**src/rtl/bcrypt_pkg.sv**
```systemverilog
// Shared bcrypt definitions: ciphertext geometry, transmit state encoding and the
// "OrpheanBeholderScryDoubt" initial constants also used by the core.
package bcrypt_pkg;

  localparam int unsigned CT_WORDS = 6;
  localparam int unsigned CT_BYTES = 24;
  localparam int unsigned CT_BITS  = CT_WORDS * 32;

  localparam logic [CT_BITS-1:0] BCRYPT_CTEXT_INIT = {
    32'h4f727068, 32'h65616e42, 32'h65686f6c,
    32'h64657253, 32'h63727944, 32'h6f756274
  };

  typedef enum logic [2:0] {
    StIdle,
    StWait,
    StStart,
    StData,
    StStop,
    StFinish
  } tx_state_t;

  // Byte idx of the packed ciphertext, byte 0 being the MSB of word 0.
  function automatic logic [7:0] ct_byte(logic [CT_BITS-1:0] ct, logic [4:0] idx);
    logic [CT_BITS-1:0] shifted;
    shifted = ct << {idx, 3'b000};
    return shifted[CT_BITS-1 -: 8];
  endfunction

endpackage

```
**src/rtl/bcrypt_ctext_tx_if.sv**
```systemverilog
// Capture/data/flow-control bundle between the bcrypt datapath, the host link and
// the ciphertext transmitter.
interface bcrypt_ctext_tx_if;
  logic        capture;
  logic [31:0] ct_Orph;
  logic [31:0] ct_eanB;
  logic [31:0] ct_ehol;
  logic [31:0] ct_derS;
  logic [31:0] ct_cryD;
  logic [31:0] ct_oubt;
  logic        cts;
  logic        tx;
  logic        busy;
  logic        done;
  logic        capture_drop;

  modport master (
    output capture, ct_Orph, ct_eanB, ct_ehol, ct_derS, ct_cryD, ct_oubt, cts,
    input  tx, busy, done, capture_drop
  );

  modport slave (
    input  capture, ct_Orph, ct_eanB, ct_ehol, ct_derS, ct_cryD, ct_oubt, cts,
    output tx, busy, done, capture_drop
  );
endinterface

```
**src/rtl/bcrypt_ctext_tx_uart_tx_8n1.sv**
```systemverilog
// Byte-level 8N1 UART transmitter, LSB first. ready_o is also raised in the final
// stop-bit cycle so a following byte starts with no idle gap.
module uart_tx_8n1
  import bcrypt_pkg::*;
#(
  parameter int unsigned CLKS_PER_BIT = 16,
  parameter int unsigned CNT_W        = 16
) (
  input  logic       clk,
  input  logic       reset,
  input  logic       valid_i,
  input  logic [7:0] data_i,
  output logic       ready_o,
  output logic       tx_o
);

  localparam logic [CNT_W-1:0] BitLast = CNT_W'(CLKS_PER_BIT - 1);

  tx_state_t        state_q, state_d;
  logic [CNT_W-1:0] cnt_q, cnt_d;
  logic [2:0]       bit_q, bit_d;
  logic [7:0]       shift_q, shift_d;
  logic             tx_q, tx_d;
  logic             bit_end;

  assign bit_end = (cnt_q == BitLast);

  always_comb begin
    state_d = state_q;
    cnt_d   = bit_end ? '0 : cnt_q + 1'b1;
    bit_d   = bit_q;
    shift_d = shift_q;
    ready_o = 1'b0;
    case (state_q)
      StIdle: begin
        cnt_d   = '0;
        ready_o = 1'b1;
        if (valid_i) begin
          state_d = StStart;
          shift_d = data_i;
        end
      end
      StStart: begin
        if (bit_end) begin
          state_d = StData;
          bit_d   = 3'd0;
        end
      end
      StData: begin
        if (bit_end) begin
          shift_d = shift_q >> 1;
          if (bit_q == 3'd7) state_d = StStop;
          else               bit_d   = bit_q + 3'd1;
        end
      end
      StStop: begin
        if (bit_end) begin
          ready_o = 1'b1;
          if (valid_i) begin
            state_d = StStart;
            shift_d = data_i;
          end else begin
            state_d = StIdle;
          end
        end
      end
      default: begin
        state_d = StIdle;
        cnt_d   = '0;
      end
    endcase
    // Line level follows the next state so tx is a clean flop output.
    tx_d = 1'b1;
    if (state_d == StStart)     tx_d = 1'b0;
    else if (state_d == StData) tx_d = shift_d[0];
  end

  always_ff @(posedge clk or posedge reset) begin
    if (reset) begin
      state_q <= StIdle;
      cnt_q   <= '0;
      bit_q   <= '0;
      shift_q <= '0;
      tx_q    <= 1'b1;
    end else begin
      state_q <= state_d;
      cnt_q   <= cnt_d;
      bit_q   <= bit_d;
      shift_q <= shift_d;
      tx_q    <= tx_d;
    end
  end

  assign tx_o = tx_q;

endmodule

```
**src/rtl/bcrypt_ctext_tx.sv**
```systemverilog
// Latches the six bcrypt ciphertext words on capture and streams them to the host
// as 24 UART bytes, MSB byte of each word first, gated by host cts at byte boundaries.
module bcrypt_ctext_tx
  import bcrypt_pkg::*;
#(
  parameter int unsigned CLKS_PER_BIT = 16,
  parameter int unsigned CNT_W        = 16
) (
  input logic               clk,
  input logic               reset,
  bcrypt_ctext_tx_if.slave  bus
);

  // Sequencer uses StData for "a byte is on the line".
  tx_state_t          seq_q, seq_d;
  logic [4:0]         idx_q, idx_d;
  logic [CT_BITS-1:0] shadow_q, shadow_d;
  logic               drop_q, drop_d;

  logic [CT_BITS-1:0] ct_in, src;
  logic [4:0]         send_idx;
  logic               uart_valid, uart_ready, uart_tx;
  logic [7:0]         uart_data;

  assign ct_in = {bus.ct_Orph, bus.ct_eanB, bus.ct_ehol, bus.ct_derS, bus.ct_cryD, bus.ct_oubt};

  always_comb begin
    seq_d      = seq_q;
    idx_d      = idx_q;
    shadow_d   = shadow_q;
    uart_valid = 1'b0;
    send_idx   = idx_q;
    src        = shadow_q;
    drop_d     = bus.capture && (seq_q != StIdle);
    case (seq_q)
      StIdle: begin
        if (bus.capture) begin
          shadow_d = ct_in;
          idx_d    = '0;
          send_idx = '0;
          // Byte 0 goes straight from the inputs so tx drops the cycle after capture.
          src      = ct_in;
          if (bus.cts) begin
            uart_valid = 1'b1;
            seq_d      = StData;
          end else begin
            seq_d = StWait;
          end
        end
      end
      StWait: begin
        if (bus.cts) begin
          uart_valid = 1'b1;
          seq_d      = StData;
        end
      end
      StData: begin
        if (uart_ready) begin
          if (idx_q == 5'(CT_BYTES - 1)) begin
            seq_d = StFinish;
          end else begin
            idx_d    = idx_q + 5'd1;
            send_idx = idx_q + 5'd1;
            if (bus.cts) uart_valid = 1'b1;
            else         seq_d      = StWait;
          end
        end
      end
      StFinish: seq_d = StIdle;
      default:  seq_d = StIdle;
    endcase
    uart_data = ct_byte(src, send_idx);
  end

  always_ff @(posedge clk or posedge reset) begin
    if (reset) begin
      seq_q    <= StIdle;
      idx_q    <= '0;
      shadow_q <= '0;
      drop_q   <= 1'b0;
    end else begin
      seq_q    <= seq_d;
      idx_q    <= idx_d;
      shadow_q <= shadow_d;
      drop_q   <= drop_d;
    end
  end

  uart_tx_8n1 #(
    .CLKS_PER_BIT (CLKS_PER_BIT),
    .CNT_W        (CNT_W)
  ) u_uart (
    .clk     (clk),
    .reset   (reset),
    .valid_i (uart_valid),
    .data_i  (uart_data),
    .ready_o (uart_ready),
    .tx_o    (uart_tx)
  );

  assign bus.tx           = uart_tx;
  assign bus.busy         = (seq_q == StWait) || (seq_q == StData);
  assign bus.done         = (seq_q == StFinish);
  assign bus.capture_drop = drop_q;

endmodule

```
**src/flat_wrapper.sv**
```systemverilog
// flat-port wrapper written by rule: the top's interface ports become plain ports
module bcrypt_ctext_tx_flat import bcrypt_pkg::*;
#(
  parameter int unsigned CLKS_PER_BIT = 16,
  parameter int unsigned CNT_W        = 16
)
  (clk, reset, bus_capture, bus_ct_Orph, bus_ct_eanB, bus_ct_ehol, bus_ct_derS, bus_ct_cryD, bus_ct_oubt, bus_cts, bus_tx, bus_busy, bus_done, bus_capture_drop);
  bcrypt_ctext_tx_if bus_i ();
  input logic clk;
  input logic reset;
  input wire logic [$bits(bus_i.capture)-1:0] bus_capture;
  input wire logic [$bits(bus_i.ct_Orph)-1:0] bus_ct_Orph;
  input wire logic [$bits(bus_i.ct_eanB)-1:0] bus_ct_eanB;
  input wire logic [$bits(bus_i.ct_ehol)-1:0] bus_ct_ehol;
  input wire logic [$bits(bus_i.ct_derS)-1:0] bus_ct_derS;
  input wire logic [$bits(bus_i.ct_cryD)-1:0] bus_ct_cryD;
  input wire logic [$bits(bus_i.ct_oubt)-1:0] bus_ct_oubt;
  input wire logic [$bits(bus_i.cts)-1:0] bus_cts;
  output wire logic [$bits(bus_i.tx)-1:0] bus_tx;
  output wire logic [$bits(bus_i.busy)-1:0] bus_busy;
  output wire logic [$bits(bus_i.done)-1:0] bus_done;
  output wire logic [$bits(bus_i.capture_drop)-1:0] bus_capture_drop;
  assign bus_i.capture = bus_capture;
  assign bus_i.ct_Orph = bus_ct_Orph;
  assign bus_i.ct_eanB = bus_ct_eanB;
  assign bus_i.ct_ehol = bus_ct_ehol;
  assign bus_i.ct_derS = bus_ct_derS;
  assign bus_i.ct_cryD = bus_ct_cryD;
  assign bus_i.ct_oubt = bus_ct_oubt;
  assign bus_i.cts = bus_cts;
  assign bus_tx = bus_i.tx;
  assign bus_busy = bus_i.busy;
  assign bus_done = bus_i.done;
  assign bus_capture_drop = bus_i.capture_drop;
  bcrypt_ctext_tx #(.CLKS_PER_BIT(CLKS_PER_BIT), .CNT_W(CNT_W)) u_core (.clk(clk), .reset(reset), .bus(bus_i));
endmodule
```
**config.mk**
```make
export PLATFORM = sky130hd
export DESIGN_NAME = bcrypt_ctext_tx_flat
export DESIGN_NICKNAME = d
export VERILOG_FILES = /design/src/rtl/bcrypt_pkg.sv /design/src/rtl/bcrypt_ctext_tx_if.sv /design/src/rtl/bcrypt_ctext_tx_uart_tx_8n1.sv /design/src/rtl/bcrypt_ctext_tx.sv /design/src/flat_wrapper.sv
export SDC_FILE = /design/constraint.sdc
export NUM_CORES = 1
export LEC_CHECK = 0
export CAP_MARGIN = 0
export CORE_UTILIZATION = 50
export DETAILED_ROUTE_END_ITERATION = 12
export GPL_ROUTABILITY_DRIVEN = 0
export HOLD_SLACK_MARGIN = 0.15
export PLACE_DENSITY = 0.76
export SLEW_MARGIN = 40
export SYNTH_ARGS = -nofsm -noshare
export SYNTH_HDL_FRONTEND = slang
export SYNTH_SLANG_ARGS = --single-unit
```
**constraint.sdc**
```tcl
create_clock -name clk -period 16.2 [get_ports clk]
set_input_delay 3.24 -clock clk [delete_from_list [all_inputs] [get_ports clk]]
set_output_delay 3.24 -clock clk [all_outputs]
set_load 0.005 [all_outputs]
```
==> metrics.txt, run 1 <==
cts hold-fix bufs=0; R2R depth=9; Ports=200; Hold Crit Start=u_core.u_uart.cnt_q[0]; Synth top area share=51.4%; Nets=1,647; most frequent cells after synthesis=nand2_1 (585), dfrtp_1 (231), mux2i_1 (72); largest area contributor in the netlist=dfrtp_1; setup bufs post-CTS=0; Bufs on Longest Clock Path=3; worst-margin pin slew=815 ps; Clock Latency Late Sink=520 ps; startpoint types=input pin; Die W=152 microns; Main synth FF type=dfrtp_1; post-route minimum period=6720 ps; Synth cell types=68; Fill cells=1,795; area of the core=22,000 sq um; TritonRoute pass-1 iters=10; area grow syn2layout=25.1%; I/O Buffers=199; Antenna Nets Post-Route=0; routed len/inst=17.0 microns; hpwl dp=20,400 microns; count of pins over their slew limit=0; register area share after synthesis=51.6%; Syn Nets=1,491; clk_skew=9.40 ps; reg-to-reg setup timing slack=12,090 ps; violated checks=design-rule violations; Final setup violation count=0; r2r endpoint=u_core.u_uart.shift_q[7]; largest net degree at the start of global routing=150; Worst-path clk slew=60 ps; Clock Sinks=232; cell area after synthesis=11,300 sq um; top post-synthesis cells by area=dfrtp_1 (51%), nand2_1 (20%), mux2i_1 (6.4%), o211ai_1 (2.0%), nor2_1 (1.8%); WP data required=16,570 ps; Final period util=41.5%; H-Tree Depth=1; CTS tree=built; final std cells w/o fill=1,744; GRT Overall Usage=25.9%; Reg-to-Reg Start=u_core.seq_q[0]; total grt overflow=0; setup_tns=0 ps; Vias=9,566; fmax=0.149 GHz; LEAKAGE=6.79 nW; initial antenna violation count=0; Post-synth EDFFs=0; die area=23,100 sq um; initial drt markers=847; ys async rst share=100%; warnings from Yosys=0; hold depth=1; vias per cell=5.49; vias in the first global route=9,420; post-synthesis cell count=1,291; fin util=64.1%; Mean Syn Cell Area=8.72 sq um; CTS resizes=0; Final Hold Fails=0; worst-case hold path end point=u_core.u_uart.cnt_q[0]; total CTS buffers=24; DRT Wirelength=29,600 microns; global-route wire length before repair=48,200 microns; cell with the most instances after synthesis=nand2_1; Max-cap violations=0; WS Path Type=input pin to register; VDD IR-drop max=66.0 uV; Antenna Cells=0; status=finished, violations left; Min-Delay Path Class=register to register; Yosys reg bits=232; Root Buffer Master=clkbuf_16; relative slew slack=45.7%; Placed Instances=1,700; Starting Density=51.3%; DRC Markers=22; share of layout cells above drive strength 1=4.71%; power density cells=126 nW/um^2; CP endpoint kind=register; CP max FO=91; CP arrival=7090 ps; DIE HEIGHT=152 microns; RSZ-0062 raised after global routing=no; Row Count=54
## how the worst max path moves through the flow
| stage | startpoint | to | cells after the start | slack (ps) |
|---|---|---|---|---|
| 6_report | bus_capture | u_core.u_uart.shift_q[0] | 10 | 9480 |
| 5_1_grt | bus_capture | u_core.u_uart.shift_q[4] | 11 | 9180 |
| 4_1_cts | bus_capture | u_core.u_uart.shift_q[0] | 10 | 9340 |
| 3_5_place_dp | bus_capture | u_core.u_uart.shift_q[0] | 10 | 8830 |
| 3_3_place_gp | bus_capture | u_core.u_uart.shift_q[7] | 9 | 8850 |
| 2_1_floorplan | reset | u_core.bus.capture_drop | 1 | 6600 |
## stage by stage
step | hold slack, ps | total power (W) | area, sq um | setup WS [ps]
global route | 478 | 0.00188 | 14100 | 9180
global placement | 450 | 0.00124 | 13300 | 8850
floorplan | 433 | 0.00111 | 11300 | 6600
finish | 464 | 0.00178 | 14100 | 9480
detailed placement | 456 | 0.00126 | 13300 | 8830
CTS | 468 | 0.00178 | 14000 | 9340
## cell type report
cell class                 count  area, sq um  area share [%]
clock buffer                  34          689            4.90
sequential                   232         5810            41.3
inverter                      17         83.8           0.596
multi-input combinational    967         5020            35.7
timing repair buffer         205         2070            14.7
tap                          280          350            2.49
clock inverter                 9         47.5           0.338
## flip-flops by register name, indices dropped and copies added (netlist names)
name                     flops
u_core.shadow_q            192
u_core.u_uart.cnt_q         16
u_core.u_uart.shift_q        8
u_core.idx_q                 5
u_core.seq_q                 3
u_core.u_uart.bit_q          3
u_core.u_uart.state_q        3
u_core.bus.capture_drop      1
u_core.u_uart.tx_o           1
## power breakdown
group | leakage [nW] | switching [W] | internal [W] | total, W
logic | 3.51 | 0.000273 | 0.000183 | 0.000456
registers | 2.91 | 0.0000492 | 0.000752 | 0.000801
clock network | 0.368 | 0.000227 | 0.000296 | 0.000522
## critical path, stage by stage
cell and delay [ps]:
clkdlybuf4s50_1 680, nor4b_4 280, buf_6 480, a41oi_1 90
o31ai_1 520, nand2_1 600, nor2_1 600, o211ai_1 180
a32oi_1 270, o221ai_1 150
## logic make-up (layout without fill, tap and decap cells)
logic type,Yosys count,after routing,synth area share [%]
simple gates,731,731,26.6
flops,232,232,51.6
compound gates,141,141,9.02
buf+inv,92,265,4.11
mux,77,77,7.10
xor+xnor,14,14,1.09
fa+ha+maj,4,4,0.445
## placed cells by master (no fill, tap or decap), types with 5 or more instances in the layout
cell and instances:
o211ai_1 30, xor2_1 7, nand4b_1 6, mux2i_1 72
dfrtp_1 231, o21ai_0 17, inv_1 13, clkinv_2 8
a21oi_1 23, a22oi_1 8, nor2_1 55, clkbuf_16 25
a221oi_1 5, and3_1 8, nand2_1 584, nand3_1 40
o31ai_1 8, nor3_1 8, o21ai_1 7, clkbuf_1 6
clkdlybuf4s50_1 199, xnor2_1 7
## metal layers
metal / track usage [%] / vias up / part of all wire (%)
li1: - / 4583 / -
met1: 35.6 / 4537 / 43
met2: 42.8 / 394 / 48
met3: 4.45 / 52 / 6.7
met4: 7.00 / 0 / 2.4
met5: 0 / - / 0
(Power assumes the default switching activity.)
==> run 2: changes to the inputs <==
clock period = 6.3 ns   (was 16.2 ns; I/O delays follow)
==> metrics.txt, run 2 (synthesis results as in run 1) <==
die area=23,100 sq um (unchanged); initial antenna violation count=0 (unchanged); LEAKAGE=6.83 nW (+0.54%); Bufs on Longest Clock Path=3 (unchanged); Root Buffer Master=clkbuf_16; CP arrival=4660 ps (-2430 ps); Min-Delay Path Class=register to register; status=finished, violations left; DIE HEIGHT=152 microns (unchanged); largest net degree at the start of global routing=194 (+29%); vias in the first global route=9,305 (-1.2%); Starting Density=51.3% (unchanged); most common cell after layout, fill and taps aside=nand2_1; Largest Register=u_core.shadow_q; total grt overflow=0 (unchanged); H-Tree Depth=1 (unchanged); largest registers=u_core.shadow_q: 192 flops, u_core.u_uart.cnt_q: 16 flops, u_core.u_uart.shift_q: 8 flops; violated checks=design-rule violations; Final setup violation count=0 (unchanged); hpwl dp=20,700 microns (+1.5%); DRC Markers=24 (+9.1%); Final Hold Fails=0 (unchanged); DRT Wirelength=29,700 microns (+0.44%); power density cells=332 nW/um^2 (+160%); CTS resizes=0 (unchanged); startpoint types=input pin; Vias=9,612 (+0.48%); WP data required=6680 ps (-9890 ps); area of the core=22,000 sq um (unchanged); count of pins over their slew limit=0 (unchanged); Nets=1,650 (+0.18%); clk_skew=17.0 ps (+7.58 ps); Clock Latency Late Sink=520 ps (about the same); most frequent cells in the layout=nand2_1 (584), dfrtp_1 (231), clkdlybuf4s50_1 (199); CP max FO=114 (+25%); Fill cells=1,810 (+0.84%); register area=5810 sq um (unchanged); VDD IR-drop max=228 uV (+240%); Clock Sinks=232 (unchanged); RSZ-0062 raised after global routing=no; Largest register FFs=192 (unchanged); total CTS buffers=24 (unchanged); multi-input logic area=5010 sq um (-0.20%); setup bufs post-CTS=0 (unchanged); CTS tree=built; Row Count=54 (unchanged); Max-cap violations=0 (unchanged); fmax=0.234 GHz; Antenna Nets Post-Route=0 (unchanged); pre-CTS WS=1580 ps (-7260 ps); post-route minimum period=4270 ps; vias per cell=5.51 (+0.37%); Die W=152 microns (unchanged); Worst-path clk slew=60 ps (about the same); TritonRoute pass-1 iters=10 (unchanged); Antenna Cells=0 (unchanged); Final WS setup=2030 ps (-7460 ps); setup_tns=0 ps (unchanged); area grow syn2layout=25.7%; CP endpoint kind=register; routed len/inst=17.0 microns (+0.32%); I/O Buffers=199 (unchanged); WS Path Type=input pin to register; share of layout cells above drive strength 1=4.71% (-0.0064 points); Final period util=67.8%; global-route wire length before repair=47,600 microns (-1.2%); GRT Overall Usage=25.7% (-0.20 points); worst-margin pin slew=852 ps (+37.6 ps); relative slew slack=43.2% (-2.5 points); initial drt markers=835 (-1.4%); Ports=200 (unchanged); cts hold-fix bufs=0 (unchanged)
-- run 2: layer usage --
metal / share of wire, % / wire, microns / global-route usage [%] / vias to the layer above
met5: 0 / 0 / 0 / -
met4: 3.7 / 1090 / 9.57 / 0
met3: 6.9 / 2050 / 4.59 / 75
met2: 47 / 13800 / 41.6 / 396
met1: 43 / 12700 / 34.9 / 4542
li1: - / - / - / 4599
-- run 2: final timing paths --
kind	cells after the start	start	end	slack [ps]
min in group asynchronous	2	reset	u_core.shadow_q[140]	1100
worst min register to register	1	u_core.u_uart.cnt_q[0]	u_core.u_uart.cnt_q[0]	470
worst max-delay path	9	bus_capture	u_core.u_uart.shift_q[7]	2030
worst min-delay path	1	u_core.u_uart.cnt_q[0]	u_core.u_uart.cnt_q[0]	470
max in group asynchronous	3	reset	u_core.shadow_q[146]	4210
worst max register to register	9	u_core.u_uart.cnt_q[5]	u_core.u_uart.shift_q[7]	2220
-- run 2: critical path, cell delays in order --
cell and delay [ps]:
clkdlybuf4s50_1 610, nand2_4 160, o211ai_1 170, and2_1 740
inv_8 470, mux4_2 580, mux2_2 280, a211oi_1 250
o21ai_1 80
-- run 2: per-stage QoR --
stage | cells | hold WS, ps | total power (W) | cell area (sq um) | utilization, %
2_1_floorplan | 1291 | 433 | 0.00286 | 11300 | -
3_3_place_gp | 1703 | 446 | 0.00322 | 13300 | 60.7
5_1_grt | 1746 | 482 | 0.00494 | 14100 | 64.4
4_1_cts | 1745 | 473 | 0.00471 | 14100 | 64.3
3_5_place_dp | 1703 | 454 | 0.00326 | 13300 | 60.7
6_report | 1746 | 468 | 0.00469 | 14100 | 64.4
-- run 2: final cells by class --
| cell class | instances | area share, % |
|---|---|---|
| Clock buffer | 33 | 4.71 |
| Clock inverter | 9 | 0.876 |
| Inverter | 17 | 0.531 |
| Multi-Input combinational cell | 967 | 35.4 |
| Sequential cell | 232 | 41.0 |
| Tap cell | 280 | 2.48 |
| Timing Repair Buffer | 208 | 14.9 |
-- run 2: power breakdown --
group,switching [W],leakage (nW),internal [W],total (W)
Clock,0.000568,0.390,0.000860,0.00143
Sequential,0.000126,2.91,0.00193,0.00206
Combinational,0.000731,3.53,0.000471,0.00120
Total,0.00143,6.83,0.00327,0.00469
